`config.mk`:
```
export PLATFORM = sky130hd
export DESIGN_NAME = roster_capture
export DESIGN_NICKNAME = d
export VERILOG_FILES = /design/src/rtl/roster_capture.sv
export SDC_FILE = /design/constraint.sdc
export NUM_CORES = 1
export LEC_CHECK = 0
export ABC_AREA = 1
export CORE_ASPECT_RATIO = 1.25
export CORE_UTILIZATION = 51
export DETAILED_ROUTE_END_ITERATION = 10
export GPL_ROUTABILITY_DRIVEN = 0
export PLACE_DENSITY = 0.79
export SETUP_SLACK_MARGIN = 0.05
export SLEW_MARGIN = 20
export SYNTH_ARGS = -nofsm -noshare
export SYNTH_HDL_FRONTEND = slang
export SYNTH_SLANG_ARGS = --single-unit
```
`constraint.sdc`:
```
create_clock -name CLK -period 2.06 [get_ports CLK]
set_input_delay 0.412 -clock CLK [delete_from_list [all_inputs] [get_ports CLK]]
set_output_delay 0.412 -clock CLK [all_outputs]
set_load 0.05 [all_outputs]
```
`src/rtl/roster_capture.sv`:
```
// Captures one registry list burst, compacts out empty slots, reports the roster and cycles IDs onto a display port.
// Optional duplicate rejection with a dupWng flag is enabled by defining ROSTER_DUP_CHECK_EN.
module roster_capture #(
  parameter int DEPTH = 5,
  parameter int DWELL = 4
) (
  input  logic               CLK,
  input  logic               RST_N,
  input  logic               listMode,
  input  logic [3:0]         listOut,
  input  logic               team,
  output logic               rosterValid,
  output logic [2:0]         rosterCount,
  output logic [4*DEPTH-1:0] rosterFlat,
  output logic [3:0]         dispID,
  output logic [2:0]         dispIdx,
  output logic               dispActive,
  output logic               ovfWng,
`ifdef ROSTER_DUP_CHECK_EN
  output logic               dupWng,
`endif
  output logic               teamErr,
  output logic [1:0]         o_dbg_state
);

  localparam int CW  = 3;
  localparam int BW  = $clog2(DEPTH + 1);
  localparam int DWW = (DWELL > 1) ? $clog2(DWELL) : 1;

  typedef enum logic [1:0] {
    S_IDLE    = 2'd0,
    S_CAPTURE = 2'd1,
    S_DISPLAY = 2'd2
  } state_t;

  state_t             r_state;
  logic [BW-1:0]      r_beats;
  logic               r_team;
  logic [4*DEPTH-1:0] r_flat;
  logic [CW-1:0]      r_count;
  logic               r_ovf;
  logic               r_terr;
  logic               r_valid;
  logic [3:0]         r_disp_id;
  logic [CW-1:0]      r_disp_idx;
  logic               r_disp_active;
  logic [DWW-1:0]     r_dwell;
`ifdef ROSTER_DUP_CHECK_EN
  logic               r_dup;
`endif

  logic               w_capt;
  logic               w_team_ref;
  logic [CW-1:0]      w_base_count;
  logic [4*DEPTH-1:0] w_base_flat;
  logic               w_nonempty;
  logic               w_team_bad;
  logic               w_dup_hit;
  logic               w_accept;
  logic [4*DEPTH-1:0] w_flat_next;
  logic [CW-1:0]      w_count_next;
  logic [CW-1:0]      w_next_idx;
  logic [3:0]         w_next_id;

  // listMode is a valid with no backpressure: every cycle it is high one entry is consumed.
  // A beat seen outside CAPTURE starts a fresh burst, so it is processed against an empty roster.
  always_comb begin
    w_capt       = (r_state == S_CAPTURE);
    w_team_ref   = w_capt ? r_team : team;
    w_base_count = w_capt ? r_count : '0;
    w_base_flat  = w_capt ? r_flat : '0;
    w_nonempty   = |listOut;
    w_team_bad   = w_nonempty && (listOut[3] != w_team_ref);
    w_dup_hit    = 1'b0;
`ifdef ROSTER_DUP_CHECK_EN
    for (int i = 0; i < DEPTH; i++) begin
      if ((CW'(i) < w_base_count) && (w_base_flat[i*4 +: 4] == listOut)) w_dup_hit = 1'b1;
    end
`endif
    w_accept    = w_nonempty && !w_team_bad && !w_dup_hit;
    w_flat_next = w_base_flat;
    for (int i = 0; i < DEPTH; i++) begin
      if (w_accept && (CW'(i) == w_base_count)) w_flat_next[i*4 +: 4] = listOut;
    end
    w_count_next = w_base_count + {{(CW-1){1'b0}}, w_accept};

    w_next_idx = (r_disp_idx == (r_count - CW'(1))) ? '0 : (r_disp_idx + CW'(1));
    w_next_id  = 4'h0;
    for (int i = 0; i < DEPTH; i++) begin
      if (CW'(i) == w_next_idx) w_next_id = r_flat[i*4 +: 4];
    end
  end

  always_ff @(posedge CLK) begin
    if (!RST_N) begin
      r_state       <= S_IDLE;
      r_beats       <= '0;
      r_team        <= 1'b0;
      r_flat        <= '0;
      r_count       <= '0;
      r_ovf         <= 1'b0;
      r_terr        <= 1'b0;
      r_valid       <= 1'b0;
      r_disp_id     <= 4'h0;
      r_disp_idx    <= '0;
      r_disp_active <= 1'b0;
      r_dwell       <= '0;
`ifdef ROSTER_DUP_CHECK_EN
      r_dup         <= 1'b0;
`endif
    end else begin
      r_valid <= 1'b0;
      case (r_state)
        S_IDLE, S_DISPLAY: begin
          if (listMode) begin
            r_state       <= S_CAPTURE;
            r_team        <= team;
            r_beats       <= BW'(1);
            r_flat        <= w_flat_next;
            r_count       <= w_count_next;
            r_ovf         <= 1'b0;
            r_terr        <= w_team_bad;
            r_disp_id     <= 4'h0;
            r_disp_idx    <= '0;
            r_disp_active <= 1'b0;
            r_dwell       <= '0;
`ifdef ROSTER_DUP_CHECK_EN
            r_dup         <= w_dup_hit;
`endif
          end else if (r_state == S_DISPLAY) begin
            if (r_dwell == DWW'(DWELL - 1)) begin
              r_dwell    <= '0;
              r_disp_idx <= w_next_idx;
              r_disp_id  <= w_next_id;
            end else begin
              r_dwell <= r_dwell + DWW'(1);
            end
          end
        end
        S_CAPTURE: begin
          if (listMode) begin
            // Beats past DEPTH come from the upstream index overrunning; drop them and flag it.
            if (r_beats == BW'(DEPTH)) begin
              r_ovf <= 1'b1;
            end else begin
              r_beats <= r_beats + BW'(1);
              r_flat  <= w_flat_next;
              r_count <= w_count_next;
              r_terr  <= r_terr | w_team_bad;
`ifdef ROSTER_DUP_CHECK_EN
              r_dup   <= r_dup | w_dup_hit;
`endif
            end
          end else begin
            r_valid <= 1'b1;
            r_dwell <= '0;
            r_disp_idx <= '0;
            if (r_count != '0) begin
              r_state       <= S_DISPLAY;
              r_disp_active <= 1'b1;
              r_disp_id     <= r_flat[3:0];
            end else begin
              r_state <= S_IDLE;
            end
          end
        end
        default: r_state <= S_IDLE;
      endcase
    end
  end

  assign rosterValid = r_valid;
  assign rosterCount = r_count;
  assign rosterFlat  = r_flat;
  assign dispID      = r_disp_id;
  assign dispIdx     = r_disp_idx;
  assign dispActive  = r_disp_active;
  assign ovfWng      = r_ovf;
  assign teamErr     = r_terr;
  assign o_dbg_state = r_state;
`ifdef ROSTER_DUP_CHECK_EN
  assign dupWng      = r_dup;
`endif

endmodule

```
==> run_results.csv <==
group,metric,value,unit
yosys,ys_types,33,
clocking,cts_max_path_buffers,2,
worst_hold_path,timing.hold.worst_path_depth,1,
clocking,cts_inserted_buffers,5,
drt,drt_first_pass_iters,4,
clocking,cts.htree.levels,2,
worst_setup_path,timing.setup.critical_path_class,"reg2out",
drt,number_of_vias_per_cell,5.26,
drt,route.met3.wl,227,microns
sta,timing.final.setup_violations,0,
worst_setup_path,worst_setup_path_end_kind,"primary output",
final_layout,finalNetCount,394,
power,switchingPower,615,uW
final_layout,finalNonFillerCells,435,
sta,layout_setup_ws,107,ps
final_layout,layout-drive-gt1-share,0.161,
power,power_density,632,mW/mm^2
clocking,clockRootBuffer,"clkbuf_8",
floorplanning,floorplan.rows,26,
floorplanning,floorplan.die.height,75.3,microns
drt,postRouteAntennaNets,0,
drt,via_count,2288,
floorplanning,die_area,0.00456,sq mm
drt,totalWireLength,5820,microns
worst_hold_path,worst_hold_startpoint,"r_dwell[0]$_SDFFE_PN0P_",
floorplanning,core,0.00410,sq mm
floorplanning,top_level_ports,44,
clocking,worst_skew_pair.late_latency,300,ps
placement,buffer_ports.inserted,43,
sta,min_period,1950,ps
sta,fmax,0.512,GHz
worst_setup_path,cp.required,1650,ps
yosys,postSynthRegisterBits,42,
sta,fin_tns_setup,0,ps
worst_setup_path,path_buf_inv,1,
sta,hold_slack,474,ps
clocking,cts.sinks,42,
placement,setup_slack_placement,-74.5,ps
clocking,cts_tree,"built",
worst_setup_path,timing.rr.end,"dispID[3]$_SDFFE_PN0P_",
yosys,ys_warn_count,0,
sta,timing_hold_violations_final,0,
placement,placed_cells_incl_taps,425,
worst_setup_path,worst_path_dominant_cell_family,"buffers and inverters",
grt,overflow,0,
final_layout,multi_input_area,0.00121,sq mm
yosys,syn-instance-count,315,
grt,gr-usage-all-layers,0.278,
final_layout,fillerInstances,365,
grt,grt_max_degree,24,
sta,maxSlewViolCount,0,
power,leakage,1.25,nW
drt,routedLengthMet1,2520,microns
sta,tightestPinTransition,510,ps
floorplanning,floorplan.die.width,60.6,microns
yosys,avgSynthCellArea,6.95,sq um
grt,grt_antenna_before_repair,0,
final_layout,mostFrequentLayoutCell,"nand2_1",
final_layout,layout-area-overhead-vs-synth,34.5,%
sta,unrepaired_setup_endpoints_after_global_routing,"no",
drt,detailroute.wirelength.met2,2970,microns
power,vdd_drop_max,408,uV
power,p_int,1.24,mW
worst_setup_path,reg2reg_setup_slack,210,ps
yosys,part_of_the_yosys_area_used_for_sequential_elements,0.384,
clocking,clk_pin_slew,80,ps
worst_setup_path,crit_path_max_fanout,4,
power,combinational_share_of_power,0.241,
power,seq_power_share,0.470,
sta,worst_slew_margin_rel,0.659,
drt,dr.first_iter.drc_count,116,
job,drv_cap,0,
worst_setup_path,cell_with_the_largest_stage_delay_on_the_worst_path,"clkdlybuf4s50_1",
sta,finalClockSkew,6.17,ps
worst_setup_path,cp_cell_sequence,"clkdlybuf4s50_1",
grt,vias_in_the_first_global_route,2092,
worst_hold_path,min-delay-path-class,"reg2reg",
yosys,synth.net_count,331,
yosys,netlist_area,0.00219,sq mm
drt,route.detailed.wl_per_inst,13.4,microns
worst_setup_path,crit_path_max_incr_delay,840,ps
power,relative_contribution_of_the_clock_network_to_total_power,0.289,
worst_setup_path,regToRegStartpoint,"rosterCount[0]$_SDFFE_PN0P_",
power,power.share.switching,0.331,
worst_setup_path,cp_data_arrival_time,1540,ps
worst_setup_path,cell_depth_of_the_worst_flop_to_flop_path,13,
floorplanning,initial_core_util,0.534,
run_status,outcome,"completed",
power,p_total,1.86,mW
drt,drcViolationCount,0,
worst_hold_path,whs_endpoint,"r_dwell[0]$_SDFFE_PN0P_",
grt,first_pass_grt_wire_length,9320,microns
placement,hpwl,4390,microns
clocking,cts-hold-fix-buffers,0,
final_layout,diodes,0,
worst_setup_path,critical_path.startpoint_type,"register",
final_layout,register_area,848,sq um
final_layout,final_cell_mix,"nand2_1 (67), a21oi_1 (41), clkdlybuf4s50_1 (41)",
sta,post-route-period-util,0.948,
drt,top_routing_layer_in_use,"met4",
[cell type report]
class,count,share of cell area
Clock buffer,5,0.0234
Clock inverter,3,0.00722
Timing Repair Buffer,63,0.197
Inverter,36,0.0484
Tap cell,56,0.0238
Multi-Input combinational cell,230,0.412
Sequential cell,42,0.288
[registers in the layout, summed over array words and instances, names as in the netlist]
name         cells
rosterValid      1
dispActive       1
ovfWng           1
o_dbg_state      2
r_dwell          2
rosterFlat      20
dispIdx          3
r_beats          3
dispID           4
teamErr          1
r_team           1
rosterCount      3
[stage by stage]
stage	cell area (sq um)	util
2_1_floorplan	2200	-
3_3_place_gp	2790	0.682
3_5_place_dp	2790	0.682
5_1_grt	2940	0.718
6_report	2940	0.718
4_1_cts	2880	0.704
[timing repair]
action,4_1_cts,5_1_grt
setup buffers,0,2
endpoints found under the setup margin,0,5
resized for setup,0,13
endpoints found under the hold margin,0,0
[power groups by stage]
stage               sequential, mW  combinational, mW  clock, mW
finish                       0.874              0.449      0.537
global route                 0.878              0.487      0.575
CTS                          0.872              0.431      0.546
detailed placement           0.890              0.429          0
global placement             0.891              0.423          0
floorplan                    0.980              0.182          0
[worst max-delay path by stage]
stage          depth (start not counted)                     endpoint                        start
4_1_cts                                1                   dispIdx[2]      dispIdx[2]$_SDFFE_PN0P_
3_5_place_dp                           9  rosterCount[1]$_SDFFE_PN0P_                   listOut[3]
5_1_grt                               15       dispID[2]$_SDFFE_PN0P_  rosterCount[1]$_SDFFE_PN0P_
3_3_place_gp                          10  rosterFlat[18]$_SDFFE_PN0P_                         team
2_1_floorplan                         13       dispID[0]$_SDFFE_PN0P_  rosterCount[1]$_SDFFE_PN0P_
6_report                               1                   dispIdx[1]      dispIdx[1]$_SDFFE_PN0P_
[Yosys cell counts, drive strengths merged]
cell,count,share of area
xnor2,1,0.0040
nand2,75,0.14
xor2,3,0.015
a31oi,2,0.0057
inv,35,0.061
dfxtp,42,0.38
clkinv,1,0.0017
buf,3,0.0097
a32oi,1,0.0040
nor2,39,0.073
a32o,1,0.0046
nand3,23,0.053
a21oi,41,0.094
a211oi,1,0.0034
nor3,3,0.012
clkbuf,4,0.0069
o31ai,1,0.0034
and3,1,0.0029
o21ai,22,0.054
nor4,1,0.0029
nand4,7,0.020
ha,8,0.046
[cells by family (layout without fill, tap and decap cells)]
kind of cell | count (synthesis) | after routing | synth area share
and+or+nand+nor | 149 | 149 | 0.303
AOI/OAI and AO/OA | 69 | 69 | 0.169
adders and majority gates | 8 | 8 | 0.0457
buffers and inverters | 43 | 107 | 0.0794
DFF | 42 | 42 | 0.384
xor gates and xnor gates | 4 | 4 | 0.0194
[routing by layer]
metal  vias to the layer above  GRT usage
li1                       1161          -
met1                      1061      0.338
met2                        55      0.486
met3                        11     0.0378
met4                         0      0.119
met5                         -          0
(Power assumes the default switching activity.)
